$ cat src/rtl/pipelined_barrel_shifter_if.sv
`default_nettype none
// ============================================================================
// Module      : pipelined_barrel_shifter_if
// Description : Handshake and data bundle for the pipelined barrel shifter.
//               The upstream operation channel (in_*) and the downstream
//               result channel (out_*) each carry a valid/ready pair.
//               master : the ALU datapath side that issues operations and
//                        consumes results.
//               slave  : the shifter itself.
// Ports       : in_valid/in_ready/in_data/in_amt/in_mode  operation channel
//               out_valid/out_ready/out_data/out_carry/out_err result channel
// Revision    : 1.0 - initial release
// ============================================================================
interface pipelined_barrel_shifter_if #(
    parameter int WIDTH = 8,
    parameter int SHW   = $clog2(WIDTH)
);
    logic             in_valid;
    logic             in_ready;
    logic [WIDTH-1:0] in_data;
    logic [SHW-1:0]   in_amt;
    logic [2:0]       in_mode;

    logic             out_valid;
    logic             out_ready;
    logic [WIDTH-1:0] out_data;
    logic             out_carry;
    logic             out_err;

    modport master (
        output in_valid,
        output in_data,
        output in_amt,
        output in_mode,
        output out_ready,
        input  in_ready,
        input  out_valid,
        input  out_data,
        input  out_carry,
        input  out_err
    );

    modport slave (
        input  in_valid,
        input  in_data,
        input  in_amt,
        input  in_mode,
        input  out_ready,
        output in_ready,
        output out_valid,
        output out_data,
        output out_carry,
        output out_err
    );
endinterface
`default_nettype wire

$ cat src/rtl/pipelined_barrel_shifter.sv
`default_nettype none
// ============================================================================
// Module      : pipelined_barrel_shifter
// Description : WIDTH-bit log shifter supporting ROR, ROL, SHR, SHL and ASR.
//               Stage k shifts by 2^k when bit k of the amount is set, so the
//               pipeline is SHW = log2(WIDTH) stages deep and accepts one
//               operation per cycle. A carry flag reports the last bit that
//               left the operand; reserved modes pass the operand unchanged
//               and raise out_err.
// Ports       : clk            rising-edge clock
//               rst            synchronous active-high reset
//               bus (slave)    in_valid/in_ready/in_data/in_amt/in_mode
//                              out_valid/out_ready/out_data/out_carry/out_err
// Revision    : 1.0 - initial release
// ============================================================================
module pipelined_barrel_shifter #(
    parameter int WIDTH = 8
) (
    input  wire logic                 clk,
    input  wire logic                 rst,
    pipelined_barrel_shifter_if.slave bus
);
    localparam int SHW = $clog2(WIDTH);

    localparam logic [2:0] c_mode_ror = 3'd0;
    localparam logic [2:0] c_mode_rol = 3'd1;
    localparam logic [2:0] c_mode_shr = 3'd2;
    localparam logic [2:0] c_mode_shl = 3'd3;
    localparam logic [2:0] c_mode_asr = 3'd4;

    // Link k is the input of stage k; link SHW is the output of the last
    // stage. Amount and mode are only needed as stage inputs, so their links
    // stop at SHW-1.
    logic [WIDTH-1:0] w_lnk_data  [0:SHW];
    logic             w_lnk_carry [0:SHW];
    logic             w_lnk_err   [0:SHW];
    logic             w_lnk_valid [0:SHW];
    logic [SHW-1:0]   w_lnk_amt   [0:SHW-1];
    logic [2:0]       w_lnk_mode  [0:SHW-1];

    logic             w_advance;

    // The whole pipeline moves as one unit: it advances whenever the last
    // stage is empty or its result is being taken, so bubbles are kept.
    assign w_advance    = !w_lnk_valid[SHW] || bus.out_ready;
    // Reset flushes everything, so the block is never blocking during it;
    // anything offered while rst is high is dropped by the reset branch.
    assign bus.in_ready = w_advance || rst;

    assign w_lnk_data[0]  = bus.in_data;
    assign w_lnk_carry[0] = 1'b0;
    assign w_lnk_err[0]   = (bus.in_mode > c_mode_asr);
    assign w_lnk_valid[0] = bus.in_valid;
    assign w_lnk_amt[0]   = bus.in_amt;
    assign w_lnk_mode[0]  = bus.in_mode;

    for (genvar k = 0; k < SHW; k++) begin : g_stage
        localparam int c_step = 1 << k;

        logic [WIDTH-1:0] w_src;
        logic [WIDTH-1:0] w_shifted;
        logic             w_right;
        logic             w_shift;
        logic             w_carry;

        logic [WIDTH-1:0] r_data;
        logic             r_carry;
        logic             r_err;
        logic             r_valid;

        assign w_src = w_lnk_data[k];

        always_comb begin
            w_shifted = w_src;
            case (w_lnk_mode[k])
                c_mode_ror: w_shifted = (w_src >> c_step) | (w_src << (WIDTH - c_step));
                c_mode_rol: w_shifted = (w_src << c_step) | (w_src >> (WIDTH - c_step));
                c_mode_shr: w_shifted = w_src >> c_step;
                c_mode_shl: w_shifted = w_src << c_step;
                // The stage MSB still holds the original operand MSB, since
                // every earlier ASR stage replicated it.
                c_mode_asr: w_shifted = $unsigned($signed(w_src) >>> c_step);
                default:    w_shifted = w_src;
            endcase
        end

        assign w_right = (w_lnk_mode[k] == c_mode_ror) ||
                         (w_lnk_mode[k] == c_mode_shr) ||
                         (w_lnk_mode[k] == c_mode_asr);

        // Reserved modes never shift, which also keeps their carry at 0.
        assign w_shift = w_lnk_amt[k][k] && !w_lnk_err[k];

        // The last bit to leave a right shift by 2^k is bit 2^k-1; for a left
        // shift it is bit WIDTH-2^k. A non-shifting stage keeps the carry of
        // the most recent stage that did shift.
        assign w_carry = w_shift ? (w_right ? w_src[c_step-1] : w_src[WIDTH-c_step])
                                 : w_lnk_carry[k];

        always_ff @(posedge clk) begin
            if (rst) begin
                r_valid <= 1'b0;
                r_data  <= '0;
                r_carry <= 1'b0;
                r_err   <= 1'b0;
            end else if (w_advance) begin
                r_valid <= w_lnk_valid[k];
                r_data  <= w_shift ? w_shifted : w_src;
                r_carry <= w_carry;
                r_err   <= w_lnk_err[k];
            end
        end

        assign w_lnk_data[k+1]  = r_data;
        assign w_lnk_carry[k+1] = r_carry;
        assign w_lnk_err[k+1]   = r_err;
        assign w_lnk_valid[k+1] = r_valid;

        // The last stage has no successor that needs amount or mode.
        if (k < SHW - 1) begin : g_fwd
            logic [SHW-1:0] r_amt;
            logic [2:0]     r_mode;

            always_ff @(posedge clk) begin
                if (rst) begin
                    r_amt  <= '0;
                    r_mode <= '0;
                end else if (w_advance) begin
                    r_amt  <= w_lnk_amt[k];
                    r_mode <= w_lnk_mode[k];
                end
            end

            assign w_lnk_amt[k+1]  = r_amt;
            assign w_lnk_mode[k+1] = r_mode;
        end
    end

    // Results come straight from the last stage register, so they are
    // inherently stable while the stage is held.
    assign bus.out_valid = w_lnk_valid[SHW];
    assign bus.out_data  = w_lnk_data[SHW];
    assign bus.out_carry = w_lnk_carry[SHW];
    assign bus.out_err   = w_lnk_err[SHW];

endmodule
`default_nettype wire
$ cat src/flat_wrapper.sv
// flat-port wrapper written by rule: the top's interface ports become plain ports
module pipelined_barrel_shifter_flat 
#(
    parameter int WIDTH = 8
)
  (clk, rst, bus_in_valid, bus_in_data, bus_in_amt, bus_in_mode, bus_out_ready, bus_in_ready, bus_out_valid, bus_out_data, bus_out_carry, bus_out_err);
  pipelined_barrel_shifter_if #(.WIDTH(WIDTH)) bus_i ();
  input  wire logic clk;
  input  wire logic rst;
  input wire logic [$bits(bus_i.in_valid)-1:0] bus_in_valid;
  input wire logic [$bits(bus_i.in_data)-1:0] bus_in_data;
  input wire logic [$bits(bus_i.in_amt)-1:0] bus_in_amt;
  input wire logic [$bits(bus_i.in_mode)-1:0] bus_in_mode;
  input wire logic [$bits(bus_i.out_ready)-1:0] bus_out_ready;
  output wire logic [$bits(bus_i.in_ready)-1:0] bus_in_ready;
  output wire logic [$bits(bus_i.out_valid)-1:0] bus_out_valid;
  output wire logic [$bits(bus_i.out_data)-1:0] bus_out_data;
  output wire logic [$bits(bus_i.out_carry)-1:0] bus_out_carry;
  output wire logic [$bits(bus_i.out_err)-1:0] bus_out_err;
  assign bus_i.in_valid = bus_in_valid;
  assign bus_i.in_data = bus_in_data;
  assign bus_i.in_amt = bus_in_amt;
  assign bus_i.in_mode = bus_in_mode;
  assign bus_i.out_ready = bus_out_ready;
  assign bus_in_ready = bus_i.in_ready;
  assign bus_out_valid = bus_i.out_valid;
  assign bus_out_data = bus_i.out_data;
  assign bus_out_carry = bus_i.out_carry;
  assign bus_out_err = bus_i.out_err;
  pipelined_barrel_shifter #(.WIDTH(WIDTH)) u_core (.clk(clk), .rst(rst), .bus(bus_i));
endmodule
$ cat config.mk
export PLATFORM = sky130hd
export DESIGN_NAME = pipelined_barrel_shifter_flat
export DESIGN_NICKNAME = d
export VERILOG_FILES = /design/src/rtl/pipelined_barrel_shifter_if.sv /design/src/rtl/pipelined_barrel_shifter.sv /design/src/flat_wrapper.sv
export SDC_FILE = /design/constraint.sdc
export NUM_CORES = 1
export LEC_CHECK = 0
export ABC_AREA = 1
export CORE_ASPECT_RATIO = 0.6
export CORE_UTILIZATION = 56
export CTS_CLUSTER_SIZE = 40
export DETAILED_ROUTE_END_ITERATION = 10
export DONT_BUFFER_PORTS = 1
export HOLD_SLACK_MARGIN = 0.1
export PLACE_DENSITY = 0.74
export SETUP_SLACK_MARGIN = 0.02
export SLEW_MARGIN = 5
export SYNTH_ARGS = -nofsm -noshare
export SYNTH_HDL_FRONTEND = slang
export SYNTH_SLANG_ARGS = --single-unit
$ cat constraint.sdc
create_clock -name clk -period 1.1 [get_ports clk]
set_input_delay 0.22 -clock clk [delete_from_list [all_inputs] [get_ports clk]]
set_output_delay 0.22 -clock clk [all_outputs]
set_load 0.02 [all_outputs]
==> reports/results.ini <==
[outcome]
status=complete, but fails checks
violations=setup timing

[placed_design]
dp_slack_ps=-13.40
gp_congestion=0.8808
placed_area_sq_um=2317
io_buffers=0
dp_hpwl_microns=3676

[power_and_ir_drop]
ir_drop_mv=1.033
finalPower_w=0.003575
p_leak_nw=1.233
power.density_nw_per_um2=1335

[worst_setup_path]
critPathKind=flip-flop to flip-flop
cp_data_arrival_time_ps=1460
startpoint_type=flip-flop
required_ps=1340
crit_path_max_fanout=9
path_cells=inv_4, nor2_4, buf_4, nor2_4, inv_4, buf_12, a21oi_4, nand2_1, nand2_1
endpoint_kind=flip-flop
slowest_stage=dfxtp_4
critPathMaxStageDelay_ps=360

[global_route]
grt_max_degree=28
grt_pass1_vias=1967
grt_use_met3=0.05818
use_met1=0.4312
grt_pass1_wl_microns=9177
grt_use_total=0.2974
grt-busiest-layer=met2
grt.overflow.total=0
antenna_found_initial=0
grtUsageMet2=0.4331

[clock_tree]
cts_inserted_buffers=5
numClockSinks=42
tritoncts=yes
cts.path.max_buffers=2
root_buffer=clkbuf_8
path_clk_slew_ps=90
clk_latency_ps=300
htreeDepth=2

[detailed_routing]
dr.pass1.iters=5
drc_errors=0
totalWireLength_microns=5480
via_per_inst=5.281
vias=2139
drt_iter0_drc=121
wl_per_cell_microns=13.53
drtAntennaViolNets=0

[yosys]
synth-seq-cells=42
synth_area_sq_um=2191
ys_seq_area_frac=0.3838
synth_fp_nets=351
synth.avg_cell_area_sq_um=6.579
yosysUniqueCellTypes=22
syn_inst=333
yosys_warnings=0

[sta]
setup_viol=33
finalCritPeriodShare=1.110
hold_viol_final=0
layout_setup_ws_ps=-121.2
slew_viol_final=0
skew_ps=11.34
setup_tns_ps=-2199
min_period_ps=1221
fmax_mhz=818.9
maxSlewHeadroom=0.8417
rsz0062_at_grt=yes
tightestPinTransition_ps=237.1

[run]
drv_cap=0

[floorplanning]
core-area_sq_um=3701
die_w_microns=82.75
fp.dieH_microns=50.45
start_util=0.5920
num_rows=17
io_pins=30
die-area_sq_um=4175

[cells_and_area]
layout_commonest_cell=nand2_1
fin_util=0.7238
stdcell_area_sq_um=2679
fillers=296
multi_input_area_sq_um=1194
area_delta_synth_final_pct=22.27
drive_gt1_frac=0.2430
most-common-layout-cells=nand2_1 (136), inv_1 (35), dfxtp_1 (35)
seq_area_sq_um=854.6
diodes=0
nets=375

[worst_hold_path]
min_path_type=input pin to flip-flop

## final timing paths
check | startpoint | endpoint | slack [ps] | cells past startpoint
max | u_core.bus.out_valid$_SDFFE_PP0P_ | u_core.g_stage[1].r_data[0]$_SDFFE_PP0P_ | -120 | 9
max reg2reg | u_core.bus.out_valid$_SDFFE_PP0P_ | u_core.g_stage[1].r_data[0]$_SDFFE_PP0P_ | -120 | 9
min reg2reg | u_core.g_stage[1].r_valid$_SDFFE_PP0P_ | u_core.bus.out_valid$_SDFFE_PP0P_ | 470 | 2
min | rst | u_core.g_stage[1].r_carry$_SDFFE_PP0P_ | 120 | 3
## cell usage after synthesis
master	instances	area share
buf_6	5	0.026
inv_4	2	0.0057
nor2_2	2	0.0057
nor2_1	8	0.014
buf_2	1	0.0023
nand2_2	1	0.0029
inv_2	9	0.015
nand2_1	140	0.24
nand3_1	26	0.059
inv_1	37	0.063
nand2_4	2	0.010
o21ai_1	9	0.021
a21oi_1	13	0.030
nor2_4	5	0.026
o22ai_1	8	0.023
buf_4	1	0.0034
nand4_1	1	0.0029
nor3_1	1	0.0023
dfxtp_1	42	0.38
o21ai_2	1	0.0040
o21ai_0	9	0.021
a21oi_2	10	0.040
## logic make-up after synthesis
logic type,after synthesis,share of synthesized area
buf+inv,55,0.1159
simple gates,186,0.3626
compound gates,50,0.1376
flops,42,0.3838
## per-layer routing
layer,part of all wire,up-vias
met5,0,-
met4,0.0086,0
met3,0.066,7
met2,0.42,71
met1,0.50,973
li1,-,1088
## per-stage QoR
stage	instances	hold WS [ps]
finish	405	115.7
global route	405	119.3
CTS	405	115.5
detailed placement	389	313.9
global placement	389	313.9
floorplan	333	309.1
## sequential cells by signal (all words and copies together) (netlist names)
register / flops
u_core.bus.out_data: 8
u_core.bus.out_valid: 1
u_core.g_stage.r_data: 16
u_core.g_stage.r_valid: 2
u_core.g_stage.r_carry: 2
u_core.bus.out_carry: 1
u_core.g_stage.r_err: 2
u_core.g_stage.g_fwd.r_amt: 3
u_core.bus.out_err: 1
u_core.g_stage.g_fwd.r_mode: 6
## area by class of cell
| cell class | instances | area share |
|---|---|---|
| multi-input combinational | 236 | 0.4456 |
| sequential | 42 | 0.3190 |
| timing repair buffer | 24 | 0.1004 |
| inverter | 48 | 0.07193 |
| clock buffer | 6 | 0.02709 |
| tap | 47 | 0.02195 |
| clock inverter | 2 | 0.01401 |
## where the power goes
group | switching [W] | leakage, nW | internal [W]
Combinational | 0.000348 | 0.832 | 0.000243
Clock | 0.000549 | 0.0514 | 0.000678
Sequential | 0.000128 | 0.349 | 0.00163
Total | 0.00103 | 1.23 | 0.00255
## repair_timing
item                       4_1_cts  5_1_grt
hold buffers                     4        0
hold endpoints to repair         4        0
gates resized for setup         21       25
setup endpoints to repair       28       43
buffers inserted                 3        0
gates cloned                     1        1
pin swaps                        3        4
## worst max-delay path: cells and delay by family, from the launching register on
family	cells	cell delay (ps)
AO/OA/AOI/OAI	1	110
AND/OR/NAND/NOR	4	280
flip-flops	1	360
buffers and inverters	4	420
Power figures use the tool's default switching activity.
